### src/rtl/ifu_fetch_if.sv
// Instruction bus and IF/ID slot signals of the fetch unit.
// master: fetch unit side; slave: memory / decode side.
interface ifu_fetch_if;
    logic        ibus_req_o;
    logic [31:0] ibus_addr_o;
    logic        ibus_gnt_i;
    logic        ibus_rvalid_i;
    logic [31:0] ibus_rdata_i;
    logic        if_valid_o;
    logic [31:0] if_pc_o;
    logic [31:0] if_inst_o;
    logic        if_ready_i;

    modport master (
        output ibus_req_o,
        output ibus_addr_o,
        input  ibus_gnt_i,
        input  ibus_rvalid_i,
        input  ibus_rdata_i,
        output if_valid_o,
        output if_pc_o,
        output if_inst_o,
        input  if_ready_i
    );

    modport slave (
        input  ibus_req_o,
        input  ibus_addr_o,
        output ibus_gnt_i,
        output ibus_rvalid_i,
        output ibus_rdata_i,
        input  if_valid_o,
        input  if_pc_o,
        input  if_inst_o,
        output if_ready_i
    );
endinterface

### src/rtl/ifu_fetch.sv
// Instruction fetch unit: PC owner, single-outstanding ibus fetch,
// redirect kill/flush and a one-entry valid/ready output slot.
module ifu_fetch #(
    parameter logic [31:0] RESET_PC = 32'h0000_0000
) (
    input  logic        clk,
    input  logic        rst_n,
    input  logic        jump_flag_in,
    input  logic [31:0] jump_addr_in,
    input  logic        hold_flag_in,
    ifu_fetch_if.master bus
);

    typedef enum logic [1:0] {
        IDLE = 2'd0,
        WAIT = 2'd1,
        DROP = 2'd2
    } state_t;

    state_t      state, state_nx;
    logic [31:0] pc, pc_nx;
    logic [31:0] pc_inflight, pc_inflight_nx;
    logic        slot_valid, slot_valid_nx;
    logic [31:0] slot_pc, slot_pc_nx;
    logic [31:0] slot_inst, slot_inst_nx;
    logic        slot_free;
    logic        req;
    logic        consumed;

    assign slot_free = !slot_valid || bus.if_ready_i;
    assign consumed  = slot_valid && bus.if_ready_i;

    assign req = rst_n && (state == IDLE) && !hold_flag_in
               && !jump_flag_in && slot_free;

    assign bus.ibus_req_o  = req;
    assign bus.ibus_addr_o = pc;
    assign bus.if_valid_o  = slot_valid;
    assign bus.if_pc_o     = slot_pc;
    assign bus.if_inst_o   = slot_inst;

    always_comb begin
        state_nx       = state;
        pc_nx          = pc;
        pc_inflight_nx = pc_inflight;
        slot_valid_nx  = consumed ? 1'b0 : slot_valid;
        slot_pc_nx     = slot_pc;
        slot_inst_nx   = slot_inst;

        if (jump_flag_in) begin
            pc_nx         = jump_addr_in & ~32'h3;
            slot_valid_nx = 1'b0;
            // A fetch still in flight must have its response swallowed
            unique case (state)
                WAIT:    state_nx = bus.ibus_rvalid_i ? IDLE : DROP;
                DROP:    state_nx = bus.ibus_rvalid_i ? IDLE : DROP;
                default: state_nx = IDLE;
            endcase
        end else begin
            unique case (state)
                IDLE: begin
                    if (req && bus.ibus_gnt_i) begin
                        pc_inflight_nx = pc;
                        pc_nx          = pc + 32'd4;
                        state_nx       = WAIT;
                    end
                end
                WAIT: begin
                    if (bus.ibus_rvalid_i) begin
                        slot_valid_nx = 1'b1;
                        slot_pc_nx    = pc_inflight;
                        slot_inst_nx  = bus.ibus_rdata_i;
                        state_nx      = IDLE;
                    end
                end
                DROP: begin
                    if (bus.ibus_rvalid_i) state_nx = IDLE;
                end
                default: state_nx = IDLE;
            endcase
        end
    end

    always_ff @(posedge clk or negedge rst_n) begin
        if (!rst_n) begin
            state       <= IDLE;
            pc          <= RESET_PC;
            pc_inflight <= 32'h0;
            slot_valid  <= 1'b0;
            slot_pc     <= 32'h0;
            slot_inst   <= 32'h0;
        end else begin
            state       <= state_nx;
            pc          <= pc_nx;
            pc_inflight <= pc_inflight_nx;
            slot_valid  <= slot_valid_nx;
            slot_pc     <= slot_pc_nx;
            slot_inst   <= slot_inst_nx;
        end
    end

endmodule
### src/flat_wrapper.sv
// flat-port wrapper written by rule: the top's interface ports become plain ports
module ifu_fetch_flat 
#(
    parameter logic [31:0] RESET_PC = 32'h0000_0000
)
  (clk, rst_n, jump_flag_in, jump_addr_in, hold_flag_in, bus_ibus_req_o, bus_ibus_addr_o, bus_ibus_gnt_i, bus_ibus_rvalid_i, bus_ibus_rdata_i, bus_if_valid_o, bus_if_pc_o, bus_if_inst_o, bus_if_ready_i);
  ifu_fetch_if bus_i ();
  input  logic clk;
  input  logic rst_n;
  input  logic jump_flag_in;
  input  logic [31:0] jump_addr_in;
  input  logic hold_flag_in;
  output wire logic [$bits(bus_i.ibus_req_o)-1:0] bus_ibus_req_o;
  output wire logic [$bits(bus_i.ibus_addr_o)-1:0] bus_ibus_addr_o;
  input wire logic [$bits(bus_i.ibus_gnt_i)-1:0] bus_ibus_gnt_i;
  input wire logic [$bits(bus_i.ibus_rvalid_i)-1:0] bus_ibus_rvalid_i;
  input wire logic [$bits(bus_i.ibus_rdata_i)-1:0] bus_ibus_rdata_i;
  output wire logic [$bits(bus_i.if_valid_o)-1:0] bus_if_valid_o;
  output wire logic [$bits(bus_i.if_pc_o)-1:0] bus_if_pc_o;
  output wire logic [$bits(bus_i.if_inst_o)-1:0] bus_if_inst_o;
  input wire logic [$bits(bus_i.if_ready_i)-1:0] bus_if_ready_i;
  assign bus_ibus_req_o = bus_i.ibus_req_o;
  assign bus_ibus_addr_o = bus_i.ibus_addr_o;
  assign bus_i.ibus_gnt_i = bus_ibus_gnt_i;
  assign bus_i.ibus_rvalid_i = bus_ibus_rvalid_i;
  assign bus_i.ibus_rdata_i = bus_ibus_rdata_i;
  assign bus_if_valid_o = bus_i.if_valid_o;
  assign bus_if_pc_o = bus_i.if_pc_o;
  assign bus_if_inst_o = bus_i.if_inst_o;
  assign bus_i.if_ready_i = bus_if_ready_i;
  ifu_fetch #(.RESET_PC(RESET_PC)) u_core (.clk(clk), .rst_n(rst_n), .jump_flag_in(jump_flag_in), .jump_addr_in(jump_addr_in), .hold_flag_in(hold_flag_in), .bus(bus_i));
endmodule
### config.mk
export PLATFORM = sky130hd
export DESIGN_NAME = ifu_fetch_flat
export DESIGN_NICKNAME = d
export VERILOG_FILES = /design/src/rtl/ifu_fetch_if.sv /design/src/rtl/ifu_fetch.sv /design/src/flat_wrapper.sv
export SDC_FILE = /design/constraint.sdc
export NUM_CORES = 1
export LEC_CHECK = 0
export ABC_AREA = 1
export ABC_CLOCK_PERIOD_IN_PS = 2200
export BUFFER_PORTS_ARGS = -buffer_cell sky130_fd_sc_hd__buf_2
export CAP_MARGIN = 20
export CORE_UTILIZATION = 52
export DETAILED_ROUTE_END_ITERATION = 10
export GPL_ROUTABILITY_DRIVEN = 0
export PLACE_DENSITY = 0.8
export SLEW_MARGIN = 20
export SYNTH_ARGS = -nofsm -noshare
export SYNTH_HDL_FRONTEND = slang
export SYNTH_SLANG_ARGS = --single-unit
### constraint.sdc
create_clock -name clk -period 2.2 [get_ports clk]
set_input_delay 0.44 -clock clk [delete_from_list [all_inputs] [get_ports clk]]
set_output_delay 0.44 -clock clk [all_outputs]
set_load 0.02 [all_outputs]
==> metrics, run 1 <==
CP Capture Type=primary output; RSZ-0062 raised after global routing=yes; ys flop type=dfrtp_1; CTS tree=yes; status=completed; FMAX=463 MHz; #FFs+latches synth=125; min Tclk post-route=2.16 ns; Worst setup SP type=flop; clock insertion delay at the later pin of the skew report=0.52 ns; DRT Pass-1 Iters=9; Synth Area per Inst=9.16 um2; DRC=0; Root Driver=clkbuf_8; WS Path Type=reg2out; first-pass GRT wire length=23000 um; Final setup viols=0; Worst Path Max Fanout=3; Arrival @ worst endpoint=1.72 ns; Syn. warnings=0; Routed WL=14500 um; core area=10800 um2; Critical Path RT=1.76 ns; Reg-to-Reg Start=u_core.state[1]; Inserted Clock Buffers=17; Port Buf Inserts=162; GRT overflow=0; clock skew=0.0155 ns; Max stage delay on crit path=0.39 ns; Netlist cell types=31; max_cap viols=0; Worst-Margin Slew=0.655 ns; reg2reg end=u_core.bus.ibus_addr_o[25]; Placement Cell Area=6750 um2; Layout Nets=874; WL per Instance=15.3 um; htree depth=4; Worst IR Drop VDD=0.595 mV; HPWL Detailed=10300 um; worst path cell trace=inv_2, ha_2, nand2_2, nor3_4, nand2_1, inv_2, buf_6; largest net degree at the start of global routing=126; placed insts=918; final critical-path share of the clock period=0.982; Vias=5044; most used cell, CP=inv_2; initial antenna violation count=0; reg2reg path depth=9; register area share after synthesis=0.542; post-route cell area=7400 um2; Layout area overhead=28.2%; relative slew slack=0.564; filler instances=849; post-synthesis instance area=5770 um2; fin cells=953; PwrDens=1020 nW/um2; Pins Over Slew Limit=0; Starting Density=0.532; fraction of layout cells with a size suffix above 1=0.338; Reg2Reg Setup Slack=0.17 ns; Post-synth EDFFs=0; DR iter-0 viols=390; clock transition at the registers of the reported paths=0.06 ns; CTS Sinks=125; vias per std cell=5.29; die footprint=11500 um2; row count=38; Final ANT Viol Nets=0; LEAKAGE=3.88 nW; Die W=107 um; slowest CP cell=dfrtp_1; Post-synth ARST share=1.00; Tot GR Track Use=0.262; die height=107 um; Hold Violations, Final=0; min-delay worst type=in2async; Cells after Synth=630; Antenna Cells=0; clock tree buffer depth=2; io pins=169; vias in the first global route=4970
## layout make-up
cell class                 count  area (um2)  share of cell area
sequential                   125        3130               0.423
multi-input combinational    429        2330               0.315
timing repair buffer         175         955               0.129
clock buffer                  22         453              0.0612
inverter                      52         196              0.0266
tap                          140         175              0.0237
clock inverter                10         163              0.0220
## layer usage
metal	global-route usage	vias up	part of all wire
li1	-	2376	-
met1	0.317	2359	0.40
met2	0.437	272	0.49
met3	0.0720	37	0.085
met4	0.119	0	0.025
met5	0	-	0
## report_power, final
part           switching [mW]  internal (mW)  total [mW]  leakage (nW)
Combinational           0.979          0.616        1.59          1.98
Sequential              0.292           2.77        3.06          1.60
Clock                   0.967           1.90        2.87         0.295
Total                    2.24           5.28        7.52          3.88
## how the worst max path moves through the flow
stage	from	end	slack [ns]	depth (start not counted)
3_5_place_dp	u_core.state[0]	u_core.pc_inflight[2]	0.15	8
6_report	u_core.state[1]	bus_ibus_req_o	0.04	7
5_1_grt	u_core.state[0]	bus_ibus_req_o	-0.04	7
3_3_place_gp	u_core.state[0]	u_core.pc_inflight[2]	0.27	8
2_1_floorplan	u_core.bus.ibus_addr_o[3]	u_core.bus.ibus_addr_o[26]	0.57	10
4_1_cts	u_core.state[0]	bus_ibus_req_o	0.007	7
## cells by family (layout without fill, tap and decap cells)
family | after synthesis | in the layout | share of synthesized area
other | 1 | 4 | 0.000650
muxes | 56 | 56 | 0.109
and+or+nand+nor | 308 | 308 | 0.224
DFF | 125 | 125 | 0.542
adders and majority gates | 3 | 3 | 0.00651
buffers and inverters | 79 | 259 | 0.0592
AOI/OAI and AO/OA | 54 | 54 | 0.0516
xor gates and xnor gates | 4 | 4 | 0.00607
## metrics by stage
step           hold WS, ns  setup TNS, ns  power, mW  setup slack (ns)   util
2_1_floorplan        0.144              0       4.03             0.574      -
3_3_place_gp         0.456              0       4.61             0.273  0.622
3_5_place_dp         0.469              0       4.68             0.152  0.622
4_1_cts              0.107              0       7.56           0.00686  0.679
5_1_grt              0.107        -0.0413       7.87           -0.0413  0.682
6_report            0.0584              0       7.52            0.0391  0.682
## flip-flops by register name, indices dropped and copies added, names as in the netlist
| signal | cells |
|---|---|
| u_core.pc_inflight | 30 |
| u_core.state | 2 |
| u_core.bus.if_pc_o | 30 |
| u_core.bus.ibus_addr_o | 30 |
| u_core.bus.if_inst_o | 32 |
| u_core.bus.if_valid_o | 1 |
## cell usage in the layout (no fill, tap or decap), drive strengths merged, types with 2 or more instances in the layout
cell      count
a21oi         2
buf         175
bufinv        4
clkbuf       22
clkinv        6
clkinvlp      2
conb          4
dfrtp       125
ha            3
inv          50
mux2         56
nand2       184
nand3        53
nand3b        4
nand4         2
nor2         58
nor3          4
o211ai        9
o21ai        41
xnor2         2
xor2          2
## worst max-delay path: cells and delay by family (launching register included)
| kind | cells | cell delay [ns] |
|---|---|---|
| fa+ha+maj | 1 | 0.20 |
| buf+inv | 3 | 0.24 |
| simple gates | 3 | 0.37 |
| flops | 1 | 0.39 |
## synthesized netlist by cell type (all sizes together) (2+ instances only)
library cell	instances	share of area
clkbuf	9	0.0059
mux2	56	0.11
ha	3	0.0065
xnor2	2	0.0030
a21oi	2	0.0017
inv	51	0.033
nand3b	4	0.0052
dfrtp	125	0.54
nand3	53	0.048
nand2	184	0.12
buf	18	0.020
nand4	2	0.0022
o211ai	9	0.012
nor3	4	0.0054
xor2	2	0.0030
o21ai	41	0.036
nor2	58	0.039
## repair_timing
action                                  4_1_cts  5_1_grt
hold buffers                                  0        0
setup buffers                                 0        3
endpoints found under the setup margin        0        3
gates resized for setup                       0        7
(Power assumes the default switching activity.)
==> run 2: changes to the inputs <==
CORE_UTILIZATION = 54   (was 52)
CTS_BUF_LIST = sky130_fd_sc_hd__clkbuf_4 sky130_fd_sc_hd__clkbuf_8   (was unset)
MAX_ROUTING_LAYER = met4   (was unset)
PLACE_DENSITY = 0.83   (was 0.8)
REMOVE_ABC_BUFFERS = 1   (was unset)
==> metrics, run 2 (synthesis results as in run 1) <==
vias in the first global route=4958 (-0.24%); post-route cell area=7150 um2 (-3.4%); WS Path Type=reg2out; min-delay worst type=in2async; io pins=169 (unchanged); min Tclk post-route=2.07 ns (-0.0904 ns); commonest non-fill, non-tap cell in the layout=nand2_1; Worst setup SP type=flop; relative slew slack=0.546 (-0.0177); DRC=0 (unchanged); largest net degree at the start of global routing=126 (unchanged); CP Capture Type=primary output; Inserted Clock Buffers=17 (unchanged); Port Buf Inserts=162 (unchanged); Root Driver=clkbuf_8; Pins Over Slew Limit=0 (unchanged); max reg flops=32 (unchanged); PwrDens=927 nW/um2 (-8.8%); Setup TNS=0 ns (unchanged); row count=37 (-2.6%); htree depth=4 (unchanged); clock skew=0.00885 ns (-0.00662 ns); most frequent cells in the layout=nand2_1 (183), buf_2 (160), dfrtp_1 (125); Worst IR Drop VDD=0.476 mV (-20%); FMAX=483 MHz (+4.4%); DR iter-0 viols=383 (-1.8%); FF/Latch Area=3130 um2 (unchanged); clock transition at the registers of the reported paths=0.07 ns (about the same); Hold Violations, Final=0 (unchanged); initial antenna violation count=1 (+1); first-pass GRT wire length=23200 um (+0.78%); Arrival @ worst endpoint=1.63 ns (-0.09 ns); CTS Sinks=125 (unchanged); WL per Instance=15.0 um (-1.6%); Starting Density=0.559 (+0.0266); Die W=105 um (-1.8%); Layout Nets=871 (-0.34%); Hold WS=0.132 ns (+0.0732 ns); vias per std cell=5.36 (+1.3%); GRT overflow=0 (unchanged); final critical-path share of the clock period=0.941 (-0.0411); LEAKAGE=3.77 nW (-2.9%); max_cap viols=0 (unchanged); Layout area overhead=23.9%; Hold Buf Count CTS=0 (unchanged); filler instances=777 (-8.5%); die height=105 um (-1.8%); fraction of layout cells with a size suffix above 1=0.337 (-0.00122); CTS tree=yes; Tot Pwr=6.63 mW (-12%); pre-CTS worst setup slack=0.228 ns (+0.0760 ns); multi-input logic area=2340 um2 (+0.43%); Routed WL=14200 um (-2.2%); Vias=5077 (+0.65%); status=completed; die footprint=11100 um2 (-3.6%); fin cells=947 (-0.63%); placed insts=913 (-0.54%); final core utilization=0.693 (+0.0100); Tot GR Track Use=0.275 (+0.0131); HPWL Detailed=10000 um (-2.5%); Placement Cell Area=6720 um2 (-0.37%); Final ANT Viol Nets=0 (unchanged); clock tree buffer depth=2 (unchanged); Critical Path RT=1.76 ns (about the same); Worst-Margin Slew=0.681 ns (+0.0265 ns); Final setup viols=0 (unchanged); core area=10300 um2 (-4.8%); Worst Path Max Fanout=3 (unchanged); DRT Pass-1 Iters=6 (-3); PnR worst setup slack=0.130 ns (+0.0904 ns); clock insertion delay at the later pin of the skew report=0.43 ns (-0.09 ns); RSZ-0062 raised after global routing=no
[run 2: layer usage]
layer	vias to the layer above	track usage	part of all wire
li1	2380	-	-
met1	2423	0.335	0.43
met2	235	0.438	0.47
met3	39	0.0643	0.072
met4	0	0.128	0.028
met5	-	-	0
[run 2: repair_timing]
item                                    CTS  global route
endpoints found under the hold margin     0             0
endpoints found under the setup margin    0             1
buffers inserted                          0             1
gates resized for setup                   0             4
[run 2: layout make-up]
type / count / share of cell area
Inverter: 52 / 0.0273
Sequential cell: 125 / 0.438
Clock inverter: 11 / 0.0163
Antenna cell: 1 / 0.000350
Clock buffer: 21 / 0.0396
Timing Repair Buffer: 172 / 0.128
Multi-Input combinational cell: 429 / 0.327
Tap cell: 136 / 0.0238
[run 2: worst paths after layout]
| kind | slack [ns] | depth (start not counted) | from | to |
|---|---|---|---|---|
| setup / recovery | 0.13 | 7 | u_core.state[1] | bus_ibus_req_o |
| hold / removal | 0.13 | 2 | rst_n | u_core.pc_inflight[20] |
| hold reg to reg | 0.48 | 2 | u_core.bus.if_pc_o[29] | u_core.bus.if_pc_o[29] |
| min in group clk | 0.23 | 3 | jump_addr_in[12] | u_core.bus.ibus_addr_o[12] |
| setup reg to reg | 0.23 | 9 | u_core.state[1] | u_core.bus.ibus_addr_o[12] |
| max in group asynchronous | 1.52 | 2 | rst_n | u_core.bus.ibus_addr_o[22] |
[run 2: power breakdown]
group	internal, mW	total [mW]	switching [mW]
clock network	1.10	1.99	0.889
logic	0.611	1.58	0.972
registers	2.76	3.05	0.292
total	4.47	6.63	2.15
[run 2: worst max-delay path: stages (launching register included)]
cell	delay [ns]
dfrtp_1	0.39
inv_1	0.11
ha_4	0.16
nand2_2	0.07
nor3_4	0.21
nand2_1	0.07
inv_1	0.06
buf_4	0.13
